===== config.mk =====
export PLATFORM = sky130hd
export DESIGN_NAME = mat_seq_ctrl
export DESIGN_NICKNAME = d
export VERILOG_FILES = /design/src/rtl/mat_seq_ctrl_pkg.sv /design/src/rtl/mat_seq_ctrl_mac.sv /design/src/rtl/mat_seq_ctrl.sv
export SDC_FILE = /design/constraint.sdc
export NUM_CORES = 1
export LEC_CHECK = 0
export BUFFER_PORTS_ARGS = -buffer_cell sky130_fd_sc_hd__buf_2
export CAP_MARGIN = 10
export CORE_MARGIN = 2
export CORE_UTILIZATION = 50
export CTS_CLUSTER_DIAMETER = 100
export DETAILED_ROUTE_END_ITERATION = 10
export PLACE_DENSITY = 0.8
export SETUP_SLACK_MARGIN = 0.2
export SYNTH_ARGS = -nofsm -noshare
export SYNTH_HDL_FRONTEND = slang
export SYNTH_SLANG_ARGS = --single-unit

===== constraint.sdc =====
create_clock -name clk -period 5.5 [get_ports clk]
set_input_delay 0 -clock clk [delete_from_list [all_inputs] [get_ports clk]]
set_output_delay 0 -clock clk [all_outputs]
set_load 0.005 [all_outputs]

===== src/rtl/mat_seq_ctrl_pkg.sv =====
// rtl/mat_seq_ctrl_pkg.sv - shared states, opcodes and frame byte defaults
package mat_seq_ctrl_pkg;

    typedef enum logic [2:0] {
        IDLE,
        RX_A,
        RX_B,
        COMPUTE,
        TX_REQ,
        TX_ACK,
        ERR_TX
    } state_t;

    localparam logic [7:0] OP_MUL       = 8'h01;
    localparam logic [7:0] OP_ADD       = 8'h02;
    localparam logic [7:0] HDR_BYTE_DEF = 8'hA5;
    localparam logic [7:0] ERR_BYTE_DEF = 8'hEE;

endpackage


===== src/rtl/mat_seq_ctrl_mac.sv =====
// rtl/mat_seq_ctrl_mac.sv - shared 8x8 multiplier with 16-bit accumulator
module mac_unit (
    input  logic       clk,
    input  logic       rst,
    input  logic       clr,
    input  logic       en,
    input  logic [7:0] a,
    input  logic [7:0] b,
    output logic [7:0] res
);

    logic [15:0] acc;
    logic [15:0] prod;
    logic [15:0] sum;

    // clr restarts the sum in the same cycle as the product is added
    assign prod = {8'd0, a} * {8'd0, b};
    assign sum  = (clr ? 16'd0 : acc) + prod;
    assign res  = sum[7:0];

    // accumulator register; idles at zero when not stepping
    always_ff @(posedge clk or negedge rst) begin
        if (!rst) begin
            acc <= '0;
        end else if (en) begin
            acc <= sum;
        end else if (clr) begin
            acc <= '0;
        end
    end

endmodule


===== src/rtl/mat_seq_ctrl.sv =====
// rtl/mat_seq_ctrl.sv - frame parser, MAC sequencer and result transmitter
module mat_seq_ctrl
    import mat_seq_ctrl_pkg::*;
#(
    parameter int         TIMEOUT_CYC = 1000000,
    parameter logic [7:0] HDR_BYTE    = HDR_BYTE_DEF,
    parameter logic [7:0] ERR_BYTE    = ERR_BYTE_DEF
) (
    input  logic       clk,
    input  logic       rst,
    input  logic       rx_valid,
    input  logic [7:0] rx_byte,
    input  logic       tx_ready,
    output logic       tx_start,
    output logic [7:0] tx_byte,
    output logic       busy,
    output logic       done,
    output logic       frame_err,
    output logic       overrun
);

    localparam logic [31:0] TO_LAST = 32'(TIMEOUT_CYC - 1);

    state_t      state, state_n;
    logic [1:0]  idx;
    logic [2:0]  step;
    logic [2:0]  j;
    logic [31:0] tcnt;
    logic        is_mul;
    logic        err_mode;
    logic [7:0]  a_m [4];
    logic [7:0]  b_m [4];
    logic [7:0]  r   [4];
    logic [7:0]  chk;
    logic [7:0]  tx_sel;
    logic [7:0]  mac_res;
    logic [7:0]  add_sum;
    logic [7:0]  step_res;
    logic [1:0]  res_idx;
    logic        last_step;
    logic        legal;
    logic        timeout_hit;
    logic        mac_en;
    logic        mac_clr;

    assign busy        = (state != IDLE);
    assign legal       = (rx_byte == OP_MUL) || (rx_byte == OP_ADD);
    assign timeout_hit = (tcnt == TO_LAST);

    // multiply: step = {e, t}; A[e/2][t] and B[t][e%2] as flat row-major indices
    assign mac_en    = (state == COMPUTE) && is_mul;
    assign mac_clr   = ~step[0];
    assign add_sum   = a_m[step[1:0]] + b_m[step[1:0]];
    assign step_res  = is_mul ? mac_res : add_sum;
    assign res_idx   = is_mul ? step[2:1] : step[1:0];
    assign last_step = is_mul ? (step == 3'd7) : (step == 3'd3);

    mac_unit u_mac (
        .clk (clk),
        .rst (rst),
        .clr (mac_clr),
        .en  (mac_en),
        .a   (a_m[{step[2], step[0]}]),
        .b   (b_m[{step[0], step[1]}]),
        .res (mac_res)
    );

    // result frame byte for the current tx index
    always_comb begin
        tx_sel = chk;
        case (j)
            3'd0:    tx_sel = HDR_BYTE;
            3'd1:    tx_sel = r[0];
            3'd2:    tx_sel = r[1];
            3'd3:    tx_sel = r[2];
            3'd4:    tx_sel = r[3];
            default: tx_sel = chk;
        endcase
    end

    // state register
    always_ff @(posedge clk or negedge rst) begin
        if (!rst) begin
            state <= IDLE;
        end else begin
            state <= state_n;
        end
    end

    // next-state logic; the error byte reuses TX_ACK and err_mode routes it home
    always_comb begin
        state_n = state;
        case (state)
            IDLE:    if (rx_valid) state_n = legal ? RX_A : ERR_TX;
            RX_A:    if (rx_valid && idx == 2'd3) state_n = RX_B;
                     else if (!rx_valid && timeout_hit) state_n = IDLE;
            RX_B:    if (rx_valid && idx == 2'd3) state_n = COMPUTE;
                     else if (!rx_valid && timeout_hit) state_n = IDLE;
            COMPUTE: if (last_step) state_n = TX_REQ;
            TX_REQ:  if (tx_ready) state_n = TX_ACK;
            TX_ACK:  if (!tx_ready) state_n = (err_mode || j == 3'd5) ? IDLE : TX_REQ;
            ERR_TX:  if (tx_ready) state_n = TX_ACK;
            default: state_n = IDLE;
        endcase
    end

    // operand capture, compute sequencing, tx handshake and status flags
    always_ff @(posedge clk or negedge rst) begin
        if (!rst) begin
            idx       <= '0;
            step      <= '0;
            j         <= '0;
            tcnt      <= '0;
            is_mul    <= 1'b0;
            err_mode  <= 1'b0;
            chk       <= '0;
            tx_start  <= 1'b0;
            tx_byte   <= '0;
            done      <= 1'b0;
            frame_err <= 1'b0;
            overrun   <= 1'b0;
            for (int i = 0; i < 4; i++) begin
                a_m[i] <= '0;
                b_m[i] <= '0;
                r[i]   <= '0;
            end
        end else begin
            done      <= 1'b0;
            frame_err <= 1'b0;
            if (rx_valid && (state inside {COMPUTE, TX_REQ, TX_ACK, ERR_TX})) begin
                overrun <= 1'b1;
            end
            case (state)
                IDLE: begin
                    if (rx_valid) begin
                        if (legal) begin
                            is_mul   <= (rx_byte == OP_MUL);
                            overrun  <= 1'b0;
                            err_mode <= 1'b0;
                            idx      <= '0;
                            step     <= '0;
                            tcnt     <= '0;
                        end else begin
                            frame_err <= 1'b1;
                            tx_byte   <= ERR_BYTE;
                            err_mode  <= 1'b1;
                        end
                    end
                end
                RX_A, RX_B: begin
                    if (rx_valid) begin
                        if (state == RX_A) a_m[idx] <= rx_byte;
                        else               b_m[idx] <= rx_byte;
                        idx  <= idx + 2'd1;
                        tcnt <= '0;
                    end else if (timeout_hit) begin
                        frame_err <= 1'b1;
                    end else begin
                        tcnt <= tcnt + 32'd1;
                    end
                end
                COMPUTE: begin
                    step <= step + 3'd1;
                    if (!is_mul || step[0]) r[res_idx] <= step_res;
                    if (last_step) begin
                        chk <= r[0] ^ r[1] ^ r[2] ^ step_res;
                        j   <= '0;
                    end
                end
                TX_REQ: begin
                    if (tx_ready) begin
                        tx_start <= 1'b1;
                        tx_byte  <= tx_sel;
                    end
                end
                ERR_TX: begin
                    if (tx_ready) tx_start <= 1'b1;
                end
                TX_ACK: begin
                    if (!tx_ready) begin
                        tx_start <= 1'b0;
                        if (!err_mode) begin
                            if (j == 3'd5) done <= 1'b1;
                            else           j    <= j + 3'd1;
                        end
                    end
                end
                default: ;
            endcase
        end
    end

endmodule


Yosys cells after proc, flatten, opt, wreduce, memory -nomap -nowiden
Cells that the tools add are included.
{"block": "word_totals", "reg_bits": 177, "latch_bits": 0, "ram_bits": 0, "mem_bits_ro": 0, "inputBits": 12, "output_inout_bits": 13, "mem_count": 0}
{"block": "classes", "addsub": 6, "n_mul": 1, "div": 0, "magnitude_cmp": 7, "eq_ne": 28, "shift": 0, "n_mux": 72, "n_bitwise": 9, "n_reduce_logical": 35}
{"operator": "$mux 32", "n": 4}
{"operator": "$mux 8", "n": 14}
{"operator": "$bwmux 32", "n": 3}
{"operator": "$bmux 8 s2", "n": 4}
{"operator": "$pmux 32 s2", "n": 1}
{"operator": "$mux 3", "n": 15}
{"operator": "$pmux 8 s5", "n": 1}
{"operator": "$add 32x1->32 const B", "n": 1}
{"operator": "$demux 8 s2", "n": 2}
{"operator": "$eq 32x20->1 const B", "n": 1}
{"operator": "$mux 16", "n": 2}
{"operator": "$xor 8x8->8", "n": 3}
{"operator": "$eq 3x3->1 const B", "n": 6}
{"operator": "$ne 2x2->1 const B", "n": 9}
{"operator": "$pmux 3 s6", "n": 1}
{"operator": "$add 16x16->16", "n": 1}
{"operator": "$mul 8x8->16", "n": 1}
{"operator": "$pmux 8 s2", "n": 1}
{"operator": "$reduce_and 4->1", "n": 4}
{"operator": "$eq 3x2->1 const B", "n": 5}
{"operator": "$ge 3x3->1 const B", "n": 5}
{"operator": "$mux 1", "n": 15}
{"operator": "$not 2->3", "n": 5}
{"operator": "$reduce_and 3->1", "n": 5}
{"operator": "25 further kinds", "n": 49}

Logic depth before layout (Yosys ltp)
{"block": "depth", "depth_word": 8, "depth_mapped": 21, "ltp_nobuf": 18}

Cells and area by module
Synthesis repeated with hierarchy kept, for this count alone.
{"block": "hier_totals", "cells_unflattened": 944, "area_unflattened_um2": 10077.2}
{"mod": "mat_seq_ctrl", "instances": 1, "cells_per_inst": 787, "area_per_inst_um2": 8690.8, "seq_area_each_um2": 4028.9}
{"mod": "mac_unit", "instances": 1, "cells_per_inst": 157, "area_per_inst_um2": 1386.3, "seq_area_each_um2": 200.2}

Worst setup path before layout
Ideal clock, no wire load.
{"block": "synth_path", "kind": "register to register", "start": "register step[0]", "end": "register chk[7]", "arrival_ns": 5.691, "slack_ns": -0.315, "stages_incl_launch_ff": 22, "path_buffers": 4, "synth_period_minus_slack_ns": 5.815, "cell_sequence": "dfrtp_1 > buf_6 > buf_4 > buf_2 > clkbuf_1 > nand2_1 > fa_1 > inv_1 > fa_1 > ha_1 > inv_1 > fa_1 > inv_1 > fa_1 > a21o_1 > a21oi_1 > xnor3_1 > xnor3_2 > xnor2_1 > a221o_2 > xnor2_1 > mux2_2"}
{"block": "synth_via", "elab_chain_len": 8, "word_cells_on_any_way": 25, "cone_classes": "2 x add/sub; 1 x mul; 2 x eq/ne; 15 x mux; 4 x bitwise; 1 x reduce/logical"}
{"item": "from (decl)", "line_no": "mat_seq_ctrl.sv:26", "text": "logic [2:0] step;"}
{"item": "from (signal assigned)", "line_no": "mat_seq_ctrl.sv:163", "text": "step <= step + 3'd1;"}
{"item": "$not 2->3 (on tied branches)", "line_no": "mat_seq_ctrl.sv:63, mat_seq_ctrl.sv:64"}
{"item": "$bmux 8 s2 (on tied branches)", "line_no": "mat_seq_ctrl.sv:63, mat_seq_ctrl.sv:64"}
{"item": "$mux 8 (on tied branches) (2 in a row)", "line_no": "mat_seq_ctrl.sv:63, mat_seq_ctrl.sv:64"}
{"item": "$mul 8x8->16", "line_no": "mat_seq_ctrl_mac.sv:17", "text": "assign prod = {8'd0, a} * {8'd0, b};"}
{"item": "$add 16x16->16", "line_no": "mat_seq_ctrl_mac.sv:18", "text": "assign sum = (clr ? 16'd0 : acc) + prod;"}
{"item": "$mux 8", "line_no": "mat_seq_ctrl.sv:54", "text": "assign step_res = is_mul ? mac_res : add_sum;"}
{"item": "$xor 8x8->8", "line_no": "mat_seq_ctrl.sv:166", "text": "chk <= r[0] ^ r[1] ^ r[2] ^ step_res;"}
{"item": "to (signal assigned)", "line_no": "mat_seq_ctrl.sv:166"}
{"item": "to (decl)", "line_no": "mat_seq_ctrl.sv:34", "text": "logic [7:0] chk;"}
Parallel ways exist; a longest one is shown, timed or not. The select of a mux whose other input is x is not followed.
A chain may end at the register's enable or synchronous reset.

Worst setup path after layout
{"block": "layout_path", "start": "register step[1]", "end": "register chk[7]"}
{"block": "layout_via", "elab_chain_len": 8, "word_cells_on_any_way": 20, "cone_classes": "2 x add/sub; 1 x mul; 2 x eq/ne; 11 x mux; 3 x bitwise; 1 x reduce/logical"}
{"item": "$not 2->3 (implied by the code)", "line_no": "mat_seq_ctrl.sv:64", "text": ".b (b_m[{step[0], step[1]}]),"}
{"item": "$bmux 8 s2", "line_no": "mat_seq_ctrl.sv:64"}
{"item": "$mux 8 (implied by the code) (2 in a row)", "line_no": "mat_seq_ctrl.sv:64"}
{"item": "$mul 8x8->16", "line_no": "mat_seq_ctrl_mac.sv:17"}
{"item": "$add 16x16->16", "line_no": "mat_seq_ctrl_mac.sv:18"}
{"item": "$mux 8", "line_no": "mat_seq_ctrl.sv:54"}
{"item": "$xor 8x8->8", "line_no": "mat_seq_ctrl.sv:166"}
Parallel ways exist; a longest one is shown, timed or not. The select of a mux whose other input is x is not followed.

==> out/qor.yml <==
status: "finished, final reports clean"
hold_slack_ns: 0.187
seqPwrFrac_pct: 30.7
fp.dieArea_mm2: 0.0208
p_switching_w: 0.00248
first_global_vias: 7214
p_int_w: 0.00383
die_x_um: 144
cp.arrival_ns: 5.67
initial_core_util_pct: 50.7
grt_setup_unrepaired: "yes"
layout.nets: 1060
synth_edf_count: 0
fin_crit_sh_pct: 97.2
finalNonFillerCells: 1271
first_pass_iters: 5
synth_cells: 935
worst_pin_slew_ns: 1.05
synthSimpleGateAreaFrac_pct: 13.1
synth.avg_cell_area_um2: 10.5
max_freq_mhz: 187
avgRoutedWirePerCell_um: 18.3
finish.utilization_pct: 58.4
critPathKind: "reg -> reg"
grt_pass1_wl_mm: 37.8
slowest_delay_ns: 0.59
switching_share_pct: 39.3
comb_power_share_pct: 48.4
crit_buf_inv: 2
fin_crit_ns: 5.35
clkSinkCount: 169
max_slew_margin_pct: 29.7
io_buffers: 24
peakVddDrop_v: 0.000391
maxCapViolCount: 0
synth_compound_area_share_pct: 10.3
dp.cells: 1203
crit_path_end_kind: "register"
synthXorXnorAreaFrac_pct: 6.23
crit_slowest_cell: "mux4_2"
num_vias: 7477
worstSkewPairLatency_ns: 0.44
ys_seq_area_share_pct: 43.0
grt_overflow: 0
drc_errors: 0
clkSlewWorstSetupHoldPaths_ns: 0.07
synthAdderAreaFrac_pct: 8.33
crit_fanout: 6
ys_ff_latch: 169
cp_cell_sequence: "buf_12, mux4_2, buf_4, and2_1, fa_1, ha_4, ha_4, fa_1, ha_2, fa_2, a21o_1, a21oi_2, xnor3_1, xnor3_2, xnor2_2, a221o_2, xnor2_2, mux2_2"
synth_nets: 1001
cp.required_ns: 5.83
dr.first_iter.drc_count: 647
viasPerCell: 5.88
clkPwrFrac_pct: 20.9
antenna_found_initial: 0
drive_gt1_share_pct: 22.5
ys_warn_count: 0
core_mm2: 0.0194
grt_max_degree: 95
hpwl_mm: 15.5
rows: 51
die_h_um: 144
cts_tree: "done"
hold_viol_final: 0
drv_slew: 0
power_density_mw_per_mm2: 557
wirelength_mm: 23.3
grtUsageTotal_pct: 23.4
setup_viol: 0
drtAntennaViolNets: 0
synth_area_mm2: 0.00983
synth.area.mux_share_pct: 15.5
worst_path_dominant_cell_family: "adder cells"
place.gp.congestion: 0.911
cp-start-kind: "register"
root_buffer: "clkbuf_16"
num_io_pins: 25
diodes: 0
cts.htree.levels: 4
synth-async-reset-ratio_pct: 100
leakage_nw: 5.16
hp-class: "in -> async"
synthFlopType: "dfrtp_1"
skew_ns: 0.0135
synth_cell_types: 58
synth_top_family_by_area: "multiplexers"
syn_to_final_growth_pct: 15.3
clockBufferDepth: 2
numCtsBuffers: 17
registers in the layout, indices dropped and copies added (netlist names), 2 cells and up:
register / cells
step: 3
u_mac.acc: 8
chk: 8
idx: 2
tcnt: 32
b_m: 32
a_m: 32
j: 3
tx_byte: 8
r: 32
state: 3
layout make-up:
type	count	area [um^2]
Sequential cell	169	4230
Clock buffer	17	425
Fill cell	1591	8070
Multi-Input combinational cell	678	5340
Tap cell	265	332
Timing Repair Buffer	79	602
Inverter	49	184
Clock inverter	14	216
cells in the mapped netlist, types with 6 or more instances:
| library cell | number | area [um^2] |
|---|---|---|
| fa_1 | 19 | 380 |
| xor2_1 | 24 | 210 |
| ha_1 | 35 | 438 |
| nor2_1 | 71 | 267 |
| inv_1 | 47 | 176 |
| clkbuf_1 | 27 | 101 |
| and2_1 | 20 | 125 |
| dfrtp_1 | 169 | 4230 |
| nand4_1 | 15 | 93.8 |
| nor3_1 | 7 | 35.0 |
| a21oi_1 | 43 | 215 |
| mux4_2 | 30 | 676 |
| xnor2_1 | 38 | 333 |
| nand2_1 | 119 | 447 |
| mux2i_1 | 6 | 60.1 |
| mux2_2 | 65 | 732 |
| o21ai_0 | 87 | 435 |
| and3_1 | 10 | 62.6 |
| nand3_1 | 17 | 85.1 |
worst paths after layout:
path / startpoint / slack [ns] / to / cells after the start
min in group clk: rx_byte[1] / 0.43 / a_m[1] / 3
max in group asynchronous: rst / 3.86 / b_m[31] / 3
setup reg to reg: step[1] / 0.15 / chk[7] / 18
hold / removal: rst / 0.19 / u_mac.acc[5] / 2
hold reg to reg: chk[2] / 0.49 / chk[2] / 2
setup / recovery: step[1] / 0.15 / chk[7] / 18
kinds of logic after synthesis:
group                    after synthesis
multiplexers                         103
adder cells (fa/ha/maj)               54
buffers and inverters                 88
XOR/XNOR                              65
AND/OR/NAND/NOR                      282
AO/OA/AOI/OAI                        174
flip-flops                           169
cells in the final DEF (no fill, tap or decap), drive strengths merged, types with 19 or more instances in the layout:
cell and count:
dfrtp 169, nand2 119, o21ai 87, nor2 71, buf 67, mux2 65, inv 52, a21oi 43
xnor2 38, ha 35, mux4 32, xor2 24, and2 20, fa 19
power groups by stage:
stage               Clock [W]  Combinational (W)  Sequential (W)
global placement            0            0.00255         0.00194
finish                0.00132            0.00305         0.00194
floorplan                   0            0.00211         0.00180
detailed placement          0            0.00264         0.00197
global route          0.00138            0.00332         0.00199
CTS                   0.00133            0.00290         0.00192
what timing repair did:
item                                   CTS  global route
pin swaps                               16            16
setup buffers                           12            13
endpoints found under the hold margin  155             0
hold buffers                            12             0
setup endpoints to repair                5             5
gates resized for setup                 26             8
metrics by stage:
stage	cell area [um^2]	total power (W)	setup WS [ns]	setup TNS [ns]
3_3_place_gp	10300	0.00449	0.108	0
3_5_place_dp	10300	0.00460	-0.0315	-0.0315
4_1_cts	11200	0.00615	0.203	0
6_report	11300	0.00631	0.153	0
2_1_floorplan	9850	0.00391	0.285	0
5_1_grt	11300	0.00669	0.0399	0
per-layer routing:
metal	vias up	wire, um	global-route usage [%]	part of all wire, %
met3	47	1130	3.94	4.9
met4	0	431	6.39	1.9
met2	259	11700	39.0	50
li1	3410	-	-	-
met5	-	0	0	0
met1	3761	9980	32.0	43
Power figures use the tool's default switching activity.
